File: src/rtl/dvp2axis.sv
// dvp2axis: OV5640 8-bit DVP (RGB565, two bytes per pixel) to 24-bit RGB888
// AXI4-Stream with video framing (tuser = start of frame, tlast = end of line).
// Runs entirely in the camera pixel clock domain; a small FIFO absorbs tready
// back-pressure and counts pixels dropped when it is full.
module dvp2axis #(
    parameter int FIFO_DEPTH = 16,
    parameter bit VS_POL     = 1'b1
) (
    input  logic        clk,
    input  logic        rst,
    input  logic        en,
    input  logic        cam_vsync,
    input  logic        cam_href,
    input  logic [7:0]  cam_data,
    output logic [23:0] axis_tdata,
    output logic        axis_tvalid,
    input  logic        axis_tready,
    output logic        axis_tlast,
    output logic        axis_tuser,
    output logic [2:0]  axis_tkeep,
    output logic [7:0]  frame_cnt,
    output logic [15:0] ovf_cnt,
    output logic [7:0]  odd_cnt,
    output logic [11:0] line_pix,
    output logic [11:0] frame_lines
);

    localparam int AW = $clog2(FIFO_DEPTH);
    localparam int CW = AW + 1;

    typedef enum logic [1:0] {
        S_IDLE,
        S_WAIT,
        S_ACTIVE
    } state_t;

    // Input stage and edge history
    logic          in_vsync_q, in_vsync_d;
    logic          in_href_q, in_href_d;
    logic [7:0]    in_data_q, in_data_d;
    logic          vs_prev_q, vs_prev_d;
    logic          href_prev_q, href_prev_d;

    // Capture state
    state_t        state_q, state_d;
    logic          phase_q, phase_d;
    logic [7:0]    b0_q, b0_d;
    logic          sof_q, sof_d;
    logic          hold_valid_q, hold_valid_d;
    logic [23:0]   hold_data_q, hold_data_d;
    logic          hold_user_q, hold_user_d;
    logic [11:0]   pix_ctr_q, pix_ctr_d;
    logic [11:0]   line_ctr_q, line_ctr_d;

    // Registered push request: {tuser, tlast, tdata}
    logic          push_q, push_d;
    logic [25:0]   push_data_q, push_data_d;

    // FIFO
    logic [25:0]   mem_q [FIFO_DEPTH];
    logic [AW-1:0] wr_ptr_q, wr_ptr_d;
    logic [AW-1:0] rd_ptr_q, rd_ptr_d;
    logic [CW-1:0] count_q, count_d;

    // Status counters
    logic [7:0]    frame_cnt_q, frame_cnt_d;
    logic [15:0]   ovf_cnt_q, ovf_cnt_d;
    logic [7:0]    odd_cnt_q, odd_cnt_d;
    logic [11:0]   line_pix_q, line_pix_d;
    logic [11:0]   frame_lines_q, frame_lines_d;

    logic          vs_blank, vs_rise, vs_fall, href_fall, active;
    logic          pix_done, line_close;
    logic [11:0]   line_ctr_next;
    logic [4:0]    r5, b5;
    logic [5:0]    g6;
    logic [23:0]   new_pix;
    logic          fifo_full, fifo_empty, pop, wr_en;
    logic [25:0]   head;

    assign vs_blank  = (in_vsync_q == VS_POL);
    assign vs_rise   = vs_blank & ~vs_prev_q;
    assign vs_fall   = ~vs_blank & vs_prev_q;
    assign href_fall = href_prev_q & ~in_href_q;
    assign active    = (state_q == S_ACTIVE);

    // A vsync rise with HREF still high closes the open line; its byte is ignored
    assign pix_done   = active & ~vs_rise & in_href_q & phase_q;
    assign line_close = active & (href_fall | (vs_rise & in_href_q));

    assign r5      = b0_q[7:3];
    assign g6      = {b0_q[2:0], in_data_q[7:5]};
    assign b5      = in_data_q[4:0];
    assign new_pix = {r5, r5[4:2], g6, g6[5:4], b5, b5[4:2]};

    assign fifo_full  = (count_q == CW'(FIFO_DEPTH));
    assign fifo_empty = (count_q == '0);
    assign pop        = ~fifo_empty & axis_tready;
    assign wr_en      = push_q & (~fifo_full | pop);
    assign head       = mem_q[rd_ptr_q];

    assign axis_tvalid = ~fifo_empty;
    assign axis_tdata  = fifo_empty ? '0 : head[23:0];
    assign axis_tlast  = ~fifo_empty & head[24];
    assign axis_tuser  = ~fifo_empty & head[25];
    assign axis_tkeep  = 3'b111;

    assign frame_cnt   = frame_cnt_q;
    assign ovf_cnt     = ovf_cnt_q;
    assign odd_cnt     = odd_cnt_q;
    assign line_pix    = line_pix_q;
    assign frame_lines = frame_lines_q;

    // Next-state logic: framing FSM, byte pairing, hold register, FIFO, counters
    always_comb begin
        in_vsync_d    = cam_vsync;
        in_href_d     = cam_href;
        in_data_d     = cam_data;
        vs_prev_d     = vs_blank;
        href_prev_d   = in_href_q;
        state_d       = state_q;
        phase_d       = 1'b0;
        b0_d          = b0_q;
        sof_d         = sof_q;
        hold_valid_d  = hold_valid_q;
        hold_data_d   = hold_data_q;
        hold_user_d   = hold_user_q;
        pix_ctr_d     = pix_ctr_q;
        line_ctr_d    = line_ctr_q;
        push_d        = 1'b0;
        push_data_d   = push_data_q;
        frame_cnt_d   = frame_cnt_q;
        ovf_cnt_d     = ovf_cnt_q;
        odd_cnt_d     = odd_cnt_q;
        line_pix_d    = line_pix_q;
        frame_lines_d = frame_lines_q;
        line_ctr_next = line_ctr_q + {11'd0, line_close & hold_valid_q};

        if (active && in_href_q && !vs_rise) begin
            phase_d = ~phase_q;
            if (!phase_q) begin
                b0_d = in_data_q;
            end
        end

        if (pix_done) begin
            if (hold_valid_q) begin
                push_d      = 1'b1;
                push_data_d = {hold_user_q, 1'b0, hold_data_q};
            end
            hold_valid_d = 1'b1;
            hold_data_d  = new_pix;
            hold_user_d  = sof_q;
            sof_d        = 1'b0;
            pix_ctr_d    = pix_ctr_q + 12'd1;
        end

        if (line_close) begin
            if (hold_valid_q) begin
                push_d      = 1'b1;
                push_data_d = {hold_user_q, 1'b1, hold_data_q};
                line_pix_d  = pix_ctr_q;
            end
            if (phase_q && odd_cnt_q != 8'hFF) begin
                odd_cnt_d = odd_cnt_q + 8'd1;
            end
            hold_valid_d = 1'b0;
            pix_ctr_d    = '0;
        end

        case (state_q)
            S_IDLE: begin
                if (vs_rise && en) begin
                    state_d = S_WAIT;
                end
            end
            S_WAIT: begin
                if (vs_fall) begin
                    state_d      = S_ACTIVE;
                    sof_d        = 1'b1;
                    line_ctr_d   = '0;
                    hold_valid_d = 1'b0;
                    pix_ctr_d    = '0;
                end
            end
            S_ACTIVE: begin
                line_ctr_d = line_ctr_next;
                if (vs_rise) begin
                    frame_lines_d = line_ctr_next;
                    if (line_ctr_next != '0) begin
                        frame_cnt_d = frame_cnt_q + 8'd1;
                    end
                    state_d = en ? S_WAIT : S_IDLE;
                end
            end
            default: state_d = S_IDLE;
        endcase

        if (push_q && !wr_en && ovf_cnt_q != 16'hFFFF) begin
            ovf_cnt_d = ovf_cnt_q + 16'd1;
        end
        wr_ptr_d = wr_ptr_q + AW'(wr_en);
        rd_ptr_d = rd_ptr_q + AW'(pop);
        count_d  = count_q + CW'(wr_en) - CW'(pop);
    end

    // State registers with synchronous reset
    always_ff @(posedge clk) begin
        if (rst) begin
            in_vsync_q    <= VS_POL;
            in_href_q     <= 1'b0;
            in_data_q     <= '0;
            vs_prev_q     <= 1'b1;
            href_prev_q   <= 1'b0;
            state_q       <= S_IDLE;
            phase_q       <= 1'b0;
            b0_q          <= '0;
            sof_q         <= 1'b0;
            hold_valid_q  <= 1'b0;
            hold_data_q   <= '0;
            hold_user_q   <= 1'b0;
            pix_ctr_q     <= '0;
            line_ctr_q    <= '0;
            push_q        <= 1'b0;
            push_data_q   <= '0;
            wr_ptr_q      <= '0;
            rd_ptr_q      <= '0;
            count_q       <= '0;
            frame_cnt_q   <= '0;
            ovf_cnt_q     <= '0;
            odd_cnt_q     <= '0;
            line_pix_q    <= '0;
            frame_lines_q <= '0;
        end else begin
            in_vsync_q    <= in_vsync_d;
            in_href_q     <= in_href_d;
            in_data_q     <= in_data_d;
            vs_prev_q     <= vs_prev_d;
            href_prev_q   <= href_prev_d;
            state_q       <= state_d;
            phase_q       <= phase_d;
            b0_q          <= b0_d;
            sof_q         <= sof_d;
            hold_valid_q  <= hold_valid_d;
            hold_data_q   <= hold_data_d;
            hold_user_q   <= hold_user_d;
            pix_ctr_q     <= pix_ctr_d;
            line_ctr_q    <= line_ctr_d;
            push_q        <= push_d;
            push_data_q   <= push_data_d;
            wr_ptr_q      <= wr_ptr_d;
            rd_ptr_q      <= rd_ptr_d;
            count_q       <= count_d;
            frame_cnt_q   <= frame_cnt_d;
            ovf_cnt_q     <= ovf_cnt_d;
            odd_cnt_q     <= odd_cnt_d;
            line_pix_q    <= line_pix_d;
            frame_lines_q <= frame_lines_d;
        end
    end

    // FIFO storage; contents are don't-care while empty, so no reset
    always_ff @(posedge clk) begin
        if (wr_en) begin
            mem_q[wr_ptr_q] <= push_data_q;
        end
    end

endmodule
File: config.mk
export PLATFORM = sky130hd
export DESIGN_NAME = dvp2axis
export DESIGN_NICKNAME = d
export VERILOG_FILES = /design/src/rtl/dvp2axis.sv
export SDC_FILE = /design/constraint.sdc
export NUM_CORES = 1
export LEC_CHECK = 0
export ABC_AREA = 1
export ABC_CLOCK_PERIOD_IN_PS = 3500
export CAP_MARGIN = 25
export CORE_MARGIN = 10
export CORE_UTILIZATION = 60
export CTS_CLUSTER_DIAMETER = 30
export CTS_CLUSTER_SIZE = 40
export DETAILED_ROUTE_END_ITERATION = 12
export PLACE_DENSITY = 0.79
export SETUP_SLACK_MARGIN = 0.4
export SYNTH_ARGS = -nofsm -noshare
export SYNTH_HDL_FRONTEND = slang
export SYNTH_SLANG_ARGS = --single-unit
File: constraint.sdc
create_clock -name clk -period 3.5 [get_ports clk]
set_input_delay 0.525 -clock clk [delete_from_list [all_inputs] [get_ports clk]]
set_output_delay 0.525 -clock clk [all_outputs]
set_load 0.05 [all_outputs]
======== Yosys cells after proc, flatten, opt, wreduce, memory -nomap -nowiden ========
Memory sizes are Yosys's and may differ from the RTL's. A register that Yosys moved wholly into a read port is not among the register bits.
Cells that the tools add are included.
storage, ports and cells
  bits in registers ....................... 170
  RAM bits ................................ 416
  input bits .............................. 14
  output and inout port bits .............. 86
  logic and storage cells ................. 115
  memories kept ........................... 1
operators by class
  add/subtract/negate cells ............... 9
  equal/unequal tests ..................... 8
  multiplexer cells ....................... 30
  bitwise gates (word level) .............. 23
  reduce and logical (&&, ||, !) cells .... 20
memories
  name   words  width  read ports  clocked after memory_dff  wr ports  line  text
  mem_q  16     26     1           1                         1         60    logic [25:0] mem_q [FIFO_DEPTH];
operator list
  kind                                            number
  two-way mux 26 bit                              4
  two-way mux 12 bit                              5
  two-way mux 24 bit                              1
  one-hot mux 12 bit (2 select lines)             1
  adder 16 x 1 -> 16 bit (second input constant)  1
  adder 8 x 1 -> 8 bit (second input constant)    2
  != test 16 bit (second input constant)          1
  two-way mux 1 bit                               14
  bitwise AND 1 bit                               13
  adder 12 x 1 -> 12 bit                          1
  adder 12 x 1 -> 12 bit (second input constant)  1
  nonzero test 12 bit                             1
  AND reduction 2 bit                             5
  adder 4 x 1 -> 4 bit                            2
  != test 8 bit (second input constant)           1
  NOT 1 bit                                       8
  logical AND 1 bit                               6
  two-way mux 2 bit                               3
  != test 2 bit (second input constant)           3
  one-hot mux 2 bit (3 select lines)              1
  AND reduction 3 bit                             2
  adder 5 x 1 -> 5 bit                            1
  == test 5 bit (second input constant)           1
  logical NOT 5 bit                               1
  other kinds (9)                                 11

======== Depth between registers and ports, before layout ========
Gate-level depths: netlist of the first run.
  depth after elaboration ................. 10
  depth in mapped cells ................... 21
  mapped depth without buffers ............ 19

======== Least setup slack after synthesis of the first run ========
No wires, ideal clock.
  path type ............................... register to register
  start ................................... reg count_q[3]
  end ..................................... reg count_q[4]
  library setup time ...................... 0.128 ns
  arrival time ............................ 2.823 ns
  required time ........................... 3.372 ns
  setup slack ............................. 0.549 ns
  stages on the path, launching flop included .. 19
  path buffers ............................ 0
  clock period less this slack ............ 2.951 ns
  path through ............................ dfxtp_1 inv_1 ha_1 nand2_1 nor2_1 inv_1 nor2_1 inv_1 nand2_1 inv_1 ha_1 inv_1 ha_1 inv_1 fa_1 nor3_1 a211oi_1 o21ai_0 a21oi_1
between the ends
  word-level cells in the longest chain between the ends .. 7
  elaborated cells between the ends (all ways) .. 9
  classes of those cells .................. 2 x add/sub; 1 x eq/ne; 5 x bitwise; 1 x reduce/logical
RTL lines
  element                      line  text
  start, declared              63    logic [CW-1:0] count_q, count_d;
  start signal, assigned       253   count_q <= count_d;
  logical NOT 5 bit *          97    assign fifo_empty = (count_q == '0);
  NOT 1 bit *                  --
  named net axis_tvalid        16    output logic axis_tvalid,
  bitwise AND 1 bit *          98    assign pop = ~fifo_empty & axis_tready;
  OR 1 bit                     99    assign wr_en = push_q & (~fifo_full | pop);
  bitwise AND 1 bit            99
  adder 5 x 1 -> 5 bit         204   count_d = count_q + CW'(wr_en) - CW'(pop);
  subtractor 5 x 1 -> 5 bit *  204
Mark *: on every way through the listed nets, which the timed path passes. The rest lies on a longest branch.
A chain may end at the register's enable or synchronous reset.

==> reports/qor.yml, run 1 <==
synthCells: 2054
grt_start_max_net_pins: 66
synth_edf_count: 416
synth_cell_types: 41
clkTransAtPathRegs_ns: 0.05
clock_sinks: 578
worst_pin_slew_ns: 0.877
setup_viol_count_final: 0
cp-end-kind: "output pin"
viasPerCell: 6.23
async_flop_share: 0
grt_pass1_wl_mm: 93.8
peakVddDrop_v: 0.000530
total_power_mw: 21.4
cellPowerDensity_nw_per_um2: 754
cts_tree: "done"
num_vias: 17300
synth-seq-cells: 578
cp.required_ns: 2.97
tns_ns: 0
track_usage: 0.253
crit_fanout: 10
synth_area_sq_um: 22800
hpwlAfterDp_mm: 32.0
period_needed_ns: 3.16
dr.pass1.iters: 6
final_common_cell: "edfxtp_1"
clock.fmax_mhz: 316
io_buffers: 96
n_antenna_cell: 0
seqCellArea_sq_um: 15700
antenna_found_initial: 0
hold_viol_final: 0
hp-class: "in2reg"
p_leak_nw: 9.82
seq_area_frac_synth: 0.689
grt.overflow.total: 0
cts_root_buffer: "clkbuf_16"
slew_headroom: 0.413
n_fill_cell: 2184
drtIter0Drc: 2346
m1WireLength_mm: 22.5
rows: 71
status: "finished, final reports clean"
ys.flop_type: "edfxtp_1"
numCtsBuffers: 100
gp_congestion: 0.841
start_util: 0.607
rsz0062_at_grt: "yes"
drc_errors: 0
syn_avg_cell_area_sq_um: 11.1
drt-total-wl_mm: 62.1
drtAntennaViolNets: 0
die-area_sq_um: 46200
drive_above_1_share: 0.141
ys_warn_count: 0
dieWidth_um: 215
most-common-layout-cells: "416 x edfxtp_1, 385 x nor2_1, 291 x o21ai_0, 163 x nand2_1, 159 x dfxtp_1"
max_cap_violations: 0
htree_num_levels: 3
wire_per_inst_um: 22.3
critPathLaunchType: "flip-flop"
finalClockSkew_ns: 0.0422
dr_wl_met3_mm: 7.04
min_period_over_period: 0.904
grt_pass1_vias: 17000
ioPinCount: 100
multiInputGateArea_sq_um: 6410
maxSlewViolCount: 0
die_h_um: 215
wl_met2_mm: 30.3
clock_latency_ns: 0.63
clock_path_buffers: 3
finalNetCount: 2219
core_sq_um: 37600
cp.arrival_ns: 2.64
areaGrowthSynthToFinish_pct: 24.3
critical_path_class: "reg2out"
top_layer: "met4"
## timing repair
item | CTS | global route
pin swaps | 0 | 11
buffers inserted | 2 | 8
hold buffers | 0 | 0
hold endpoints to repair | 0 | 0
cloned | 0 | 3
setup endpoints to repair | 26 | 34
resized for setup | 25 | 35
## worst max-delay path, stage by stage (launching register included)
cell,delay [ns]
dfxtp_4,0.36
buf_12,0.18
buf_4,0.14
buf_4,0.19
nor2_1,0.07
o22ai_1,0.15
nor2_1,0.08
nor2_1,0.23
o21ai_0,0.16
a21oi_2,0.29
buf_12,0.18
## sequential cells by signal (all words and copies together) (netlist names), 2 cells and up, named ones only
name and flops:
mem_q 416, hold_data_q 16, ovf_cnt 16, frame_lines 12
line_ctr_q 12, line_pix 12, pix_ctr_q 12, b0_q 8
frame_cnt 8, in_data_q 8, odd_cnt 8, count_q 5
rd_ptr_q 4, wr_ptr_q 4, state_q 2
## logic make-up after synthesis
| family | after synthesis | share of synthesized area |
|---|---|---|
| AOI/OAI and AO/OA | 520 | 0.130 |
| other | 1 | 0.000164 |
| adders and majority gates | 17 | 0.00965 |
| xor gates and xnor gates | 11 | 0.00422 |
| DFF | 578 | 0.689 |
| and+or+nand+nor | 701 | 0.127 |
| buffers and inverters | 226 | 0.0404 |
## layout make-up
class / count / area share
flip-flops and latches: 578 / 0.555
multi-input cells: 1253 / 0.226
clock inverters: 68 / 0.0216
clock buffers: 117 / 0.0945
repair buffers: 151 / 0.0657
well taps: 511 / 0.0225
inverters: 104 / 0.0148
## per-stage QoR
step | std cells | area, sq um | hold WS [ns] | worst slack [ns] | utilization
after global routing | 2782 | 28400 | 0.343 | 0.290 | 0.755
after detailed placement | 2584 | 24700 | 0.458 | 0.587 | 0.657
after CTS | 2771 | 28100 | 0.326 | 0.349 | 0.748
after global placement | 2584 | 24700 | 0.452 | 0.664 | 0.657
final | 2782 | 28400 | 0.327 | 0.337 | 0.755
after floorplan | 2056 | 22800 | 0.438 | 0.549 | -
## synthesized netlist by cell type, drive strengths merged (2+ instances only)
cell type	count	area, sq um
o221ai	82	718
nor3	13	75.1
nand3b	2	15.0
ha	16	200
a211oi	3	22.5
nor2	414	1590
o22ai	22	138
edfxtp	416	12500
or2	3	18.8
o21ai	294	1470
dfxtp	162	3240
xnor2	5	43.8
nand3	84	430
nor3b	2	20.0
o211ai	3	22.5
inv	102	383
clkinv	2	7.51
clkbuf	82	308
nand2	169	649
a21oi	114	571
nand4	12	75.1
buf	40	224
xor2	6	52.6
## routing by layer
layer  vias up  global-route usage
met2      1217               0.413
met3       204              0.0576
met1      8275               0.317
li1       7629                   -
met5         -                   0
met4         0               0.119
## final timing paths
check	start	to	slack, ns	depth (start not counted)
setup / recovery	rd_ptr_q[0]$_SDFF_PP0_	axis_tdata[10]	0.34	10
hold / removal	rst	in_data_q[6]$_SDFF_PP0_	0.33	2
setup reg to reg	in_vsync_q$_SDFF_PP1_	frame_cnt[6]$_SDFFE_PP0P_	0.67	17
hold reg to reg	sof_q$_SDFF_PP0_	sof_q$_SDFF_PP0_	0.46	2
## power breakdown
part / switching, mW / leakage [nW] / internal [mW]
sequential: 0.0401 / 4.91 / 7.30
combinational: 2.96 / 3.33 / 1.71
clock: 3.51 / 1.59 / 5.87
Power figures use the tool's default switching activity.
==> run 2: changes to the inputs <==
--- a/config.mk
+++ b/config.mk
@@ -9,12 +9,13 @@
 export ABC_CLOCK_PERIOD_IN_PS = 3500
 export CAP_MARGIN = 25
 export CORE_MARGIN = 10
-export CORE_UTILIZATION = 60
+export CORE_UTILIZATION = 50
 export CTS_CLUSTER_DIAMETER = 30
 export CTS_CLUSTER_SIZE = 40
 export DETAILED_ROUTE_END_ITERATION = 12
-export PLACE_DENSITY = 0.79
+export PLACE_DENSITY = 0.68
 export SETUP_SLACK_MARGIN = 0.4
 export SYNTH_ARGS = -nofsm -noshare
 export SYNTH_HDL_FRONTEND = slang
 export SYNTH_SLANG_ARGS = --single-unit
+export TNS_END_PERCENT = 10
==> run 2 against run 1 <==
  * Clock skew is 0.024 ns lower
  * Cell count is 3.5% higher
  * Via count is 3.5% lower
  * Register-to-register slack worse by 0.06 ns
  * Critical path depth is 1 lower
  * Sequential share of layout area is 0.98 points lower
  * Core utilization is 12 points lower
  * Routed wire length is 1.9% lower
  * Worst hold slack better by 0.036 ns
  * Sequential power hardly changed
  * Critical endpoint unchanged
  * Largest cell class unchanged
  * Largest power group unchanged
  * Highest routed layer unchanged
==> reports/qor.yml, run 2 (same netlist as run 1, synthesis figures left out) <==
crit_slowest_cell: "dfxtp_4"
dp_slack_ns: 0.593  # +0.00516 ns
areaGrowthSynthToFinish_pct: 26.5
n_fill_cell: 3363  # +54%
cp.required_ns: 2.97  # about the same
grt.overflow.total: 0  # unchanged
grt_pass1_wl_mm: 90.7  # -3.3%
min_period_over_period: 0.908  # +0.00384
crit_chain: "buf_12 > buf_16 > o21ai_0 > o22ai_1 > nor2_1 > nor2_1 > o21ai_0 > a21oi_1 > buf_12"
fin_area_sq_um: 28900  # +1.8%
gp_congestion: 0.856  # +1.9%
fin_ws_ns: 0.324  # -0.0134 ns
largest_reg_flops: 416  # unchanged
finalClockSkew_ns: 0.0177  # -0.0244 ns
worst-path-buf-inv: 3  # -1
clock.fmax_mhz: 315  # -0.42%
die-area_sq_um: 54600  # +18%
final_common_cell: "edfxtp_1"
hold_viol_final: 0  # unchanged
n_antenna_cell: 0  # unchanged
multiInputGateArea_sq_um: 6420  # about the same
viasPerCell: 5.81  # -6.7%
start_util: 0.504  # -0.103
dieWidth_um: 234  # +8.7%
max_stage_delay_ns: 0.36  # about the same
drc_errors: 0  # unchanged
clock_latency_ns: 0.63  # about the same
rows: 78  # +9.9%
dr.pass1.iters: 5  # -1
drt-total-wl_mm: 60.9  # -1.9%
period_needed_ns: 3.18  # +0.0134 ns
wire_per_inst_um: 21.2  # -5.2%
rsz0062_at_grt: "yes"
cp.arrival_ns: 2.65  # about the same
instances_no_fill: 2878  # +3.5%
track_usage: 0.210  # -0.0431
place_inst: 2672  # +3.4%
io_buffers: 96  # unchanged
setup_viol_count_final: 0  # unchanged
cp_top_family: "compound AO/OA/AOI/OAI gates"
largest_register: "mem_q"
ctsHoldBuffers: 0  # unchanged
clock_path_buffers: 3  # unchanged
antenna_found_initial: 0  # unchanged
total_power_mw: 22.1  # +3.4%
die_h_um: 234  # +8.7%
critical_path_class: "reg2out"
slew_headroom: 0.465  # +0.0521
num_vias: 16700  # -3.5%
seqCellArea_sq_um: 15700  # about the same
status: "finished, final reports clean"
ioPinCount: 100  # unchanged
numCtsBuffers: 103  # +3.0%
cts_tree: "done"
clkTransAtPathRegs_ns: 0.05  # about the same
grt_pass1_vias: 16300  # -4.2%
maxSlewViolCount: 0  # unchanged
p_leak_nw: 10.0  # +1.8%
fin_util: 0.638  # -0.117
hpwlAfterDp_mm: 33.2  # +3.8%
max_cap_violations: 0  # unchanged
cts_root_buffer: "clkbuf_16"
critPathLaunchType: "flip-flop"
whs_ns: 0.363  # +0.0360 ns
drtIter0Drc: 1543  # -34%
htree_num_levels: 3  # unchanged
cp-end-kind: "output pin"
peakVddDrop_v: 0.000530  # +0.10%
grt_start_max_net_pins: 107  # +62%
tns_ns: 0  # unchanged
dpl_cell_area_sq_um: 24900  # +0.83%
finalNetCount: 2221  # +0.090%
worst_pin_slew_ns: 0.801  # -0.0761 ns
core_sq_um: 45300  # +21%
clock_sinks: 578  # unchanged
cellPowerDensity_nw_per_um2: 765  # +1.5%
drtAntennaViolNets: 0  # unchanged
crit_fanout: 52  # +42
most-common-layout-cells: "416 x edfxtp_1, 385 x nor2_1, 293 x o21ai_0, 163 x nand2_1, 159 x dfxtp_1"
hp-class: "in2reg"
drive_above_1_share: 0.140  # -0.00175
run 2: cell count changes in the layout (fill, tap and decap cells not counted), moves of 4 or more:
cell,previous run,this run
bufinv_16,4,13
clkbuf_16,106,114
inv_8,8,0
clkbuf_1,10,17
buf_4,33,27
clkinv_2,12,17
clkinv_4,12,7
inv_6,12,8
run 2: area by class of cell:
type                    count  area share
inverters                 104      0.0147
clock inverters            63      0.0248
flip-flops and latches    578       0.545
well taps                 600      0.0260
multi-input cells        1253       0.222
clock buffers             130      0.0978
repair buffers            150      0.0694
run 2: path summary, 6_finish.rpt:
| check | startpoint | end | slack [ns] | cells after the start |
|---|---|---|---|---|
| max | rd_ptr_q[0]$_SDFF_PP0_ | axis_tdata[10] | 0.32 | 9 |
| min | rst | wr_ptr_q[1]$_SDFF_PP0_ | 0.36 | 2 |
| max reg2reg | in_vsync_q$_SDFF_PP1_ | frame_cnt[0]$_SDFFE_PP0P_ | 0.61 | 17 |
| min reg2reg | odd_cnt[4]$_SDFFE_PP0P_ | odd_cnt[4]$_SDFFE_PP0P_ | 0.47 | 2 |
run 2: worst reg2reg max path, delay by kind of cell (launching register included):
kind | cells | cell delay (ns)
compound gates | 2 | 0.34
simple gates | 10 | 1.43
flops | 1 | 0.34
fa+ha+maj | 2 | 0.39
buf+inv | 3 | 0.26
run 2: per-layer routing:
layer	global-route usage	routed length, um	part of all wire	vias to the layer above
li1	-	-	-	7623
met1	0.279	24900	0.41	8132
met2	0.337	28900	0.47	825
met3	0.0442	5270	0.087	136
met4	0.0726	1800	0.029	0
met5	0	0	0	-
run 2: where the power goes:
group          total (mW)  switching, mW  internal, mW
clock                10.0           3.34          6.66
combinational        4.76           2.99          1.76
sequential           7.35         0.0464          7.30
run 2: what timing repair did:
action                     in CTS  in global routing
setup endpoints to repair      26                 34
gates resized for setup        18                 28
cloned                          0                  8
pin swaps                       0                  4
buffers inserted                0                  5
